**src/rtl/q_value_selector.sv**
```systemverilog
// q_value_selector: captures one forward pass of node values and reports the argmax action over the output-layer Q values.
module q_value_selector #(
    parameter int DATA_WIDTH                    = 32,
    parameter int NUMBER_OF_HIDDEN_NODE_LAYER_1 = 32,
    parameter int NUMBER_OF_HIDDEN_NODE_LAYER_2 = 32,
    parameter int NUMBER_OF_OUTPUT_NODE         = 3,
    localparam int TOTAL_NODE = NUMBER_OF_HIDDEN_NODE_LAYER_1 + NUMBER_OF_HIDDEN_NODE_LAYER_2 + NUMBER_OF_OUTPUT_NODE,
    localparam int ADDR_WIDTH = $clog2(TOTAL_NODE),
    localparam int ACT_WIDTH  = $clog2(NUMBER_OF_OUTPUT_NODE)
) (
    input  logic                  clk,
    input  logic                  rst_n,
    input  logic                  i_clear,
    input  logic                  i_valid,
    input  logic [ADDR_WIDTH-1:0] i_data_addr,
    input  logic [DATA_WIDTH-1:0] i_data,
    input  logic [ADDR_WIDTH-1:0] i_rd_addr,
    output logic [DATA_WIDTH-1:0] o_rd_data,
    output logic [ACT_WIDTH-1:0]  o_action,
    output logic [DATA_WIDTH-1:0] o_max_q,
    output logic                  o_valid,
    output logic                  o_busy,
    output logic                  o_error
);
    typedef enum logic [1:0] {IDLE, COLLECT, SELECT, DONE} state_t;

    localparam logic [ADDR_WIDTH:0]   TOTAL_W  = (ADDR_WIDTH+1)'(TOTAL_NODE);
    localparam logic [ADDR_WIDTH-1:0] OUT_BASE = ADDR_WIDTH'(NUMBER_OF_HIDDEN_NODE_LAYER_1 + NUMBER_OF_HIDDEN_NODE_LAYER_2);
    localparam logic [ACT_WIDTH-1:0]  LAST_K   = ACT_WIDTH'(NUMBER_OF_OUTPUT_NODE - 1);

    logic [DATA_WIDTH-1:0] store_q [TOTAL_NODE];
    state_t                state_q, state_d;
    logic [ADDR_WIDTH:0]   count_q, count_d;
    logic [ACT_WIDTH-1:0]  k_q, k_d;
    logic [DATA_WIDTH-1:0] best_q_q, best_q_d;
    logic [ACT_WIDTH-1:0]  best_idx_q, best_idx_d;
    logic [ACT_WIDTH-1:0]  action_q, action_d;
    logic [DATA_WIDTH-1:0] max_q_q, max_q_d;
    logic [DATA_WIDTH-1:0] rd_data_q, rd_data_d;
    logic                  valid_q, valid_d;
    logic                  error_q, error_d;
    logic                  we, accepting, in_range;
    logic [DATA_WIDTH-1:0] sel_val;

    assign accepting = (state_q == IDLE) || (state_q == COLLECT);
    assign in_range  = {1'b0, i_data_addr} < TOTAL_W;
    assign sel_val   = store_q[OUT_BASE + ADDR_WIDTH'(k_q)];
    assign rd_data_d = ({1'b0, i_rd_addr} < TOTAL_W) ? store_q[i_rd_addr] : '0;

    always_comb begin
        state_d    = state_q;
        count_d    = count_q;
        k_d        = k_q;
        best_q_d   = best_q_q;
        best_idx_d = best_idx_q;
        action_d   = action_q;
        max_q_d    = max_q_q;
        valid_d    = 1'b0;
        error_d    = error_q;
        we         = 1'b0;
        if (i_clear) begin
            state_d = IDLE;
            count_d = '0;
            error_d = 1'b0;
        end else begin
            // Out-of-range addresses and valids outside a collection window are protocol errors.
            if (i_valid && (!accepting || !in_range))
                error_d = 1'b1;
            we = i_valid && accepting && in_range;
            case (state_q)
                IDLE: if (we) begin
                    count_d = (ADDR_WIDTH+1)'(1);
                    state_d = COLLECT;
                end
                COLLECT: if (we) begin
                    count_d = count_q + 1'b1;
                    if (count_d == TOTAL_W) begin
                        state_d = SELECT;
                        k_d     = '0;
                    end
                end
                SELECT: begin
                    if (k_q == '0 || $signed(sel_val) > $signed(best_q_q)) begin
                        best_q_d   = sel_val;
                        best_idx_d = k_q;
                    end
                    k_d = k_q + 1'b1;
                    if (k_q == LAST_K)
                        state_d = DONE;
                end
                DONE: begin
                    action_d = best_idx_q;
                    max_q_d  = best_q_q;
                    valid_d  = 1'b1;
                    count_d  = '0;
                    state_d  = IDLE;
                end
                default: ;
            endcase
        end
    end

    always_ff @(posedge clk)
        if (we)
            store_q[i_data_addr] <= i_data;

    always_ff @(posedge clk or negedge rst_n) begin
        if (!rst_n) begin
            state_q    <= IDLE;
            count_q    <= '0;
            k_q        <= '0;
            best_q_q   <= '0;
            best_idx_q <= '0;
            action_q   <= '0;
            max_q_q    <= '0;
            rd_data_q  <= '0;
            valid_q    <= 1'b0;
            error_q    <= 1'b0;
        end else begin
            state_q    <= state_d;
            count_q    <= count_d;
            k_q        <= k_d;
            best_q_q   <= best_q_d;
            best_idx_q <= best_idx_d;
            action_q   <= action_d;
            max_q_q    <= max_q_d;
            rd_data_q  <= rd_data_d;
            valid_q    <= valid_d;
            error_q    <= error_d;
        end
    end

    assign o_rd_data = rd_data_q;
    assign o_action  = action_q;
    assign o_max_q   = max_q_q;
    assign o_valid   = valid_q;
    assign o_busy    = (state_q == SELECT);
    assign o_error   = error_q;
endmodule

```
**config.mk**
```make
export PLATFORM = sky130hd
export DESIGN_NAME = q_value_selector
export DESIGN_NICKNAME = d
export VERILOG_FILES = /design/src/rtl/q_value_selector.sv
export SDC_FILE = /design/constraint.sdc
export NUM_CORES = 2
export LEC_CHECK = 0
export CAP_MARGIN = 20
export CORE_ASPECT_RATIO = 0.75
export CORE_MARGIN = 4
export CORE_UTILIZATION = 35
export DETAILED_ROUTE_END_ITERATION = 16
export PLACE_DENSITY = 0.53
export SYNTH_ARGS = -nofsm -noshare
export SYNTH_HDL_FRONTEND = slang
export SYNTH_SLANG_ARGS = --single-unit
```
**constraint.sdc**
```tcl
create_clock -name clk -period 9.1 [get_ports clk]
set_clock_uncertainty 0.05 [all_clocks]
set_input_delay 1.82 -clock clk [delete_from_list [all_inputs] [get_ports clk]]
set_output_delay 1.82 -clock clk [all_outputs]
set_load 0.005 [all_outputs]
```
=== Word-level counts from Yosys, hierarchy flattened ===
Memories as Yosys holds them, arrays and structs flattened.
Cells that the tools add are included.

* $add $sub $neg: 3
* $mul: 0
* Divide/modulo/power cells: 0
* Order comparisons: 3
* Equality and inequality tests: 11
* Shift operators: 0
* Multiplexer cells: 21
* Bitwise operators: 1
* Reductions and logical operators: 18

{| class="wikitable"
|+ Operator list
! cell !! number
|-
| 32-bit greater-than comparator || 1
|-
| 32-bit two-way mux || 1
|-
| 8-bit two-way mux || 3
|-
| 8-bit case mux with 3 select lines || 1
|-
| 7-bit less-than comparator (second input constant) || 2
|-
| 2-bit two-way mux || 7
|-
| 3-bit by 2-bit inequality test with 1-bit output (second input constant) || 4
|-
| 8-bit by 1-bit adder with 8-bit output (second input constant) || 1
|-
| 8-bit by 7-bit == test with 1-bit output (second input constant) || 1
|-
| 2-bit case mux with 4 select lines || 1
|-
| 4-bit AND reduction || 2
|-
| 7-bit by 2-bit adder with 7-bit output (first input constant) || 1
|-
| 1-bit two-way mux || 7
|-
| 2-bit == test (second input constant) || 3
|-
| 3-bit AND reduction || 2
|-
| 2-bit zero test || 2
|-
| 2-bit by 1-bit inequality test with 1-bit output (second input constant) || 2
|-
| 2-bit case mux with 2 select lines || 1
|-
| 2-bit nonzero test || 2
|-
| 4-bit nonzero test || 1
|-
| 1-bit logical AND || 3
|-
| 1-bit logical OR || 3
|-
| 2-bit by 1-bit adder with 2-bit output (second input constant) || 1
|-
| 2-bit by 1-bit == test with 1-bit output (second input constant) || 1
|-
| other kinds (3) || 4
|}

* Register bits: 114
* Bits in latches: 0
* Bits in writable memories: 2,144
* ROM bits: 0
* Input port bits: 50
* Output and inout port bits: 69
* Logic and storage cells: 68
* Memories kept: 1

{| class="wikitable"
|+ Memories
! name !! depth !! bits a word !! rd ports !! clocked after Yosys merged registers in !! write ports !! line !! source
|-
| store_q || 67 || 32 || 2 || 0 || 1 || 31 || <nowiki>logic [DATA_WIDTH-1:0] store_q [TOTAL_NODE];</nowiki>
|}

=== Longest topological paths before layout ===
* Word-level depth: 7
* Depth in mapped cells: 14
* Gate-level depth less buffers: 11

=== Least setup slack after synthesis ===
OpenSTA, ideal clock, no wires.

* Kind: input to register
* Start point: in i_data_addr[2]
* End point: mem store_q[30][0] (enable)
* Setup time: 0.421 ns
* Arrival: 4.700 ns
* Data required time: 8.629 ns
* Path slack: 3.929 ns
* Cell stages on the path: 7
* Buffers on the path: 1
* Cell sequence: buf_6 -> or4_4 -> o21ai_4 -> nand3b_4 -> nor3b_2 -> nand3b_1 -> nor2_1

* Cells in the longest elaborated chain, start to end: 5

{| class="wikitable"
|+ RTL lines
! element !! line !! source
|-
| from (decl) || 15 || <nowiki>input logic [ADDR_WIDTH-1:0] i_data_addr,</nowiki>
|-
| 7-bit less-than comparator || 46 || <nowiki>assign in_range = {1'b0, i_data_addr} < TOTAL_W;</nowiki>
|-
| 1-bit logical AND || 69 || <nowiki>we = i_valid && accepting && in_range;</nowiki>
|-
| 1-bit two-way mux || 61 || <nowiki>if (i_clear) begin</nowiki>
|-
| 1-bit two-way mux || 104 || <nowiki>if (we)</nowiki>
|-
| 1-bit two-way mux (implied by the code) || 105 || <nowiki>store_q[i_data_addr] <= i_data;</nowiki>
|-
| to (decl) || 31 ||
|}

Several ways; a longest one is shown, not always the timed one.

=== Worst setup path in the final report ===
* Start point: in i_data_addr[2]
* End point: mem store_q[14][8] (enable)

The elaborated chain is that of the path after synthesis.

==> run_results.csv <==
group,metric,value,unit
clock_tree,clk_latency,0.87,ns
yosys,synth_common_cells,"2144 x edfxtp_1, 609 x mux4_2, 153 x nor2_1, 130 x mux2i_1, 114 x dfrtp_1",
floorplan,fp.dieArea,258000,um2
yosys,ys_async_sr_fraction,0.0505,
worst_setup_path,cp.arrival,6.23,ns
placed_design,dp_hpwl,148000,um
yosys,synth_top_area_frac,0.737,
global_route,grt_remaining_overflow,0,
clock_tree,clkTransAtPathRegs,0.06,ns
pwr,power_frac_comb,0.083,
timing,slew_headroom,0.170,
pwr,peakVddDrop,0.157,mV
yosys,yosysMostFrequentCell,"edfxtp_1",
global_route,met3_usage,0.0423,
clock_tree,clock_path_buffers,4,
pwr,p_seq_frac,0.513,
yosys,synth.avg_cell_area,22.2,um2
placed_design,dp_cells,7255,
yosys,synth_edf_count,2144,
timing,final.min_clock_period,5.70,ns
worst_setup_path,critPathKind,"input port to register",
yosys,synth_cell_types,50,
floorplan,die_h,441,um
floorplan,ioPinCount,119,
routing,postRouteAntennaNets,0,
finish,stdcell_count,7680,
pwr,sw_frac_of_total,0.228,
clock_tree,post_cts_buffers,0,
yosys,synthTopCellsByArea,"edfxtp_1 74%, mux4_2 16%, dfrtp_1 3.3%",
yosys,ys.flop_type,"edfxtp_1",
timing,maxSlewViolCount,0,
clock_tree,htreeDepth,4,
timing,timing.final.crit_share,0.626,
timing,rsz0062_at_grt,"no",
timing,tightest_slew,1.25,ns
pwr,cellLeakagePower,31.6,nW
worst_setup_path,worstPathRequired,9.63,ns
routing,wirelength,239000,um
routing,dr.pass1.iters,6,
yosys,ys.warnings.count,0,
clock_tree,cts_tree,"built",
global_route,gr-usage-all-layers,0.184,
finish,drive_above_1_share,0.273,
pwr,p_sw,5.14,mW
placed_design,port_buffers,118,
routing,post-route-drc-count,0,
floorplan,start_util,0.353,
timing,max_freq,176,MHz
timing,tns,0,ns
run_status,status,"complete, no violations",
finish,syn_to_final_growth,15.5,%
yosys,synth_nets,4020,
global_route,grt_max_degree,117,
global_route,grtUsageMet2,0.254,
pwr,p_int,17.4,mW
global_route,top_usage_layer,"met1",
pwr,p_clk_frac,0.404,
routing,vias,42112,
routing,viasPerCell,5.48,
global_route,grt_pass1_vias,40935,
finish,final_util,0.407,
pwr,total_power,22.6,mW
worst_setup_path,crit_chain,"clkdlybuf4s50_1, or4_4, o21ai_4, nand3b_4, nor3b_2, nand3b_1, buf_4, nor2_4, buf_4",
clock_tree,cts_resized,0,
worst_setup_path,path_common_cell,"buf_4",
worst_setup_path,slowest_stage,"nor2_4",
yosys,syn_area,87300,um2
placed_design,gp_congestion,0.890,
clock_tree,hold_buffers,0,
finish,fillCellCount,21690,
yosys,syn_inst,3930,
clock_tree,numCtsBuffers,220,
yosys,ys_seq_area_frac,0.770,
yosys,ys_ff_latch,2258,
pwr,power_density,224,nW/um2
worst_setup_path,cp_top_family,"simple AND/OR/NAND/NOR gates",
routing,drt_iter0_markers,5498,
worst_setup_path,path_buf_inv,3,
clock_tree,cts_sinks,2258,
global_route,grt_util_met1,0.290,
floorplan,rows,158,
worst_setup_path,cp_max_fo,29,
job,drv_cap,0,
routing,wire_per_inst,31.2,um
timing,setup_viol,0,
yosys,yosys.area.top_type,"edfxtp_1",
timing,final.setup.worst_slack,3.40,ns
worst_setup_path,end_kind,"register",
floorplan,fp.coreArea,248000,um2
worst_setup_path,max_stage_delay,0.79,ns
worst_setup_path,startpoint_type,"input port",
global_route,antenna_found_initial,28,
worst_hold_path,worstHoldPathType,"register to register",
placed_design,post-place-ws,2.53,ns
timing,hold_viol,0,
floorplan,die_w,585,um
global_route,grt_first_pass_wirelength,333000,um
clock_tree,root_buffer,"clkbuf_16",
finish,final_nets,4303,
==> area by class of cell <==
type	count	area [um2]	area share
inverters	46	173	0.00171
repair buffers	263	2700	0.0267
diodes	16	40.0	0.000397
multi-input cells	1424	19600	0.194
flip-flops and latches	2258	67200	0.667
clock buffers	273	5840	0.0579
well taps	3280	4100	0.0407
clock inverters	120	1210	0.0120
==> power by group through the flow <==
| stage | Combinational [mW] | Clock, mW | Sequential (mW) |
|---|---|---|---|
| 6_report | 1.88 | 9.11 | 11.6 |
| 5_1_grt | 2.03 | 9.74 | 11.6 |
| 4_1_cts | 1.90 | 9.29 | 11.6 |
| 3_5_place_dp | 1.90 | 0 | 11.8 |
| 3_3_place_gp | 1.88 | 0 | 11.8 |
| 2_1_floorplan | 0.993 | 0 | 11.8 |
==> registers in the layout (all words and copies together), names as in the netlist <==
name,count
store_q,2144
best_q_q,32
o_max_q,32
o_rd_data,32
count_q,8
best_idx_q,2
k_q,2
o_action,2
state_q,2
o_error,1
o_valid,1
==> per-stage QoR <==
stage | hold WS (ns) | area, um2
detailed placement | 0.425 | 93500
finish | 0.431 | 101000
global route | 0.446 | 101000
CTS | 0.438 | 101000
global placement | 0.414 | 93100
floorplan | 0.404 | 87300
==> logic make-up (layout without fill, tap and decap cells) <==
family / after synthesis / in the layout / share of synthesized area
DFF: 2258 / 2258 / 0.770
muxes: 774 / 774 / 0.176
and+or+nand+nor: 388 / 388 / 0.0200
buffers and inverters: 248 / 702 / 0.0120
AOI/OAI and AO/OA: 221 / 221 / 0.0156
adders and majority gates: 40 / 40 / 0.00573
xor gates and xnor gates: 1 / 1 / 0.000100
other: 0 / 16 / 0
==> layer usage <==
metal / part of all wire / vias up
met3: 0.093 / 277
met1: 0.46 / 23012
met2: 0.42 / 1737
met5: 0 / -
li1: - / 17086
met4: 0.025 / 0
==> worst min-delay path, stage by stage (launching register included) <==
cell	delay, ns
dfrtp_1	0.35
nand2_1	0.04
o21ai_0	0.06
==> cells in the final DEF (no fill, tap or decap), types with 67 or more instances in the layout <==
master / Yosys / routed
o21ai_0: 73 / 73
nor2_4: 1 / 69
mux2i_1: 130 / 130
clkdlybuf4s50_1: 0 / 80
nand3_1: 68 / 67
clkbuf_16: 0 / 223
mux4_2: 609 / 609
dfrtp_1: 114 / 112
buf_4: 5 / 112
edfxtp_1: 2144 / 2144
nor2_1: 153 / 85
nand2_1: 98 / 98
==> path summary, 6_finish.rpt <==
kind	from	end	slack [ns]	cells after the start
setup reg to reg	state_q[0]	store_q[14][8]	4.73	9
max in group asynchronous	rst_n	o_rd_data[12]	6.94	2
hold reg to reg	o_max_q[3]	o_max_q[3]	0.43	2
setup / recovery	i_data_addr[2]	store_q[14][8]	3.40	9
min in group asynchronous	rst_n	count_q[7]	0.98	1
hold / removal	o_max_q[3]	o_max_q[3]	0.43	2
Note: power is estimated with default switching activity, not from simulation.
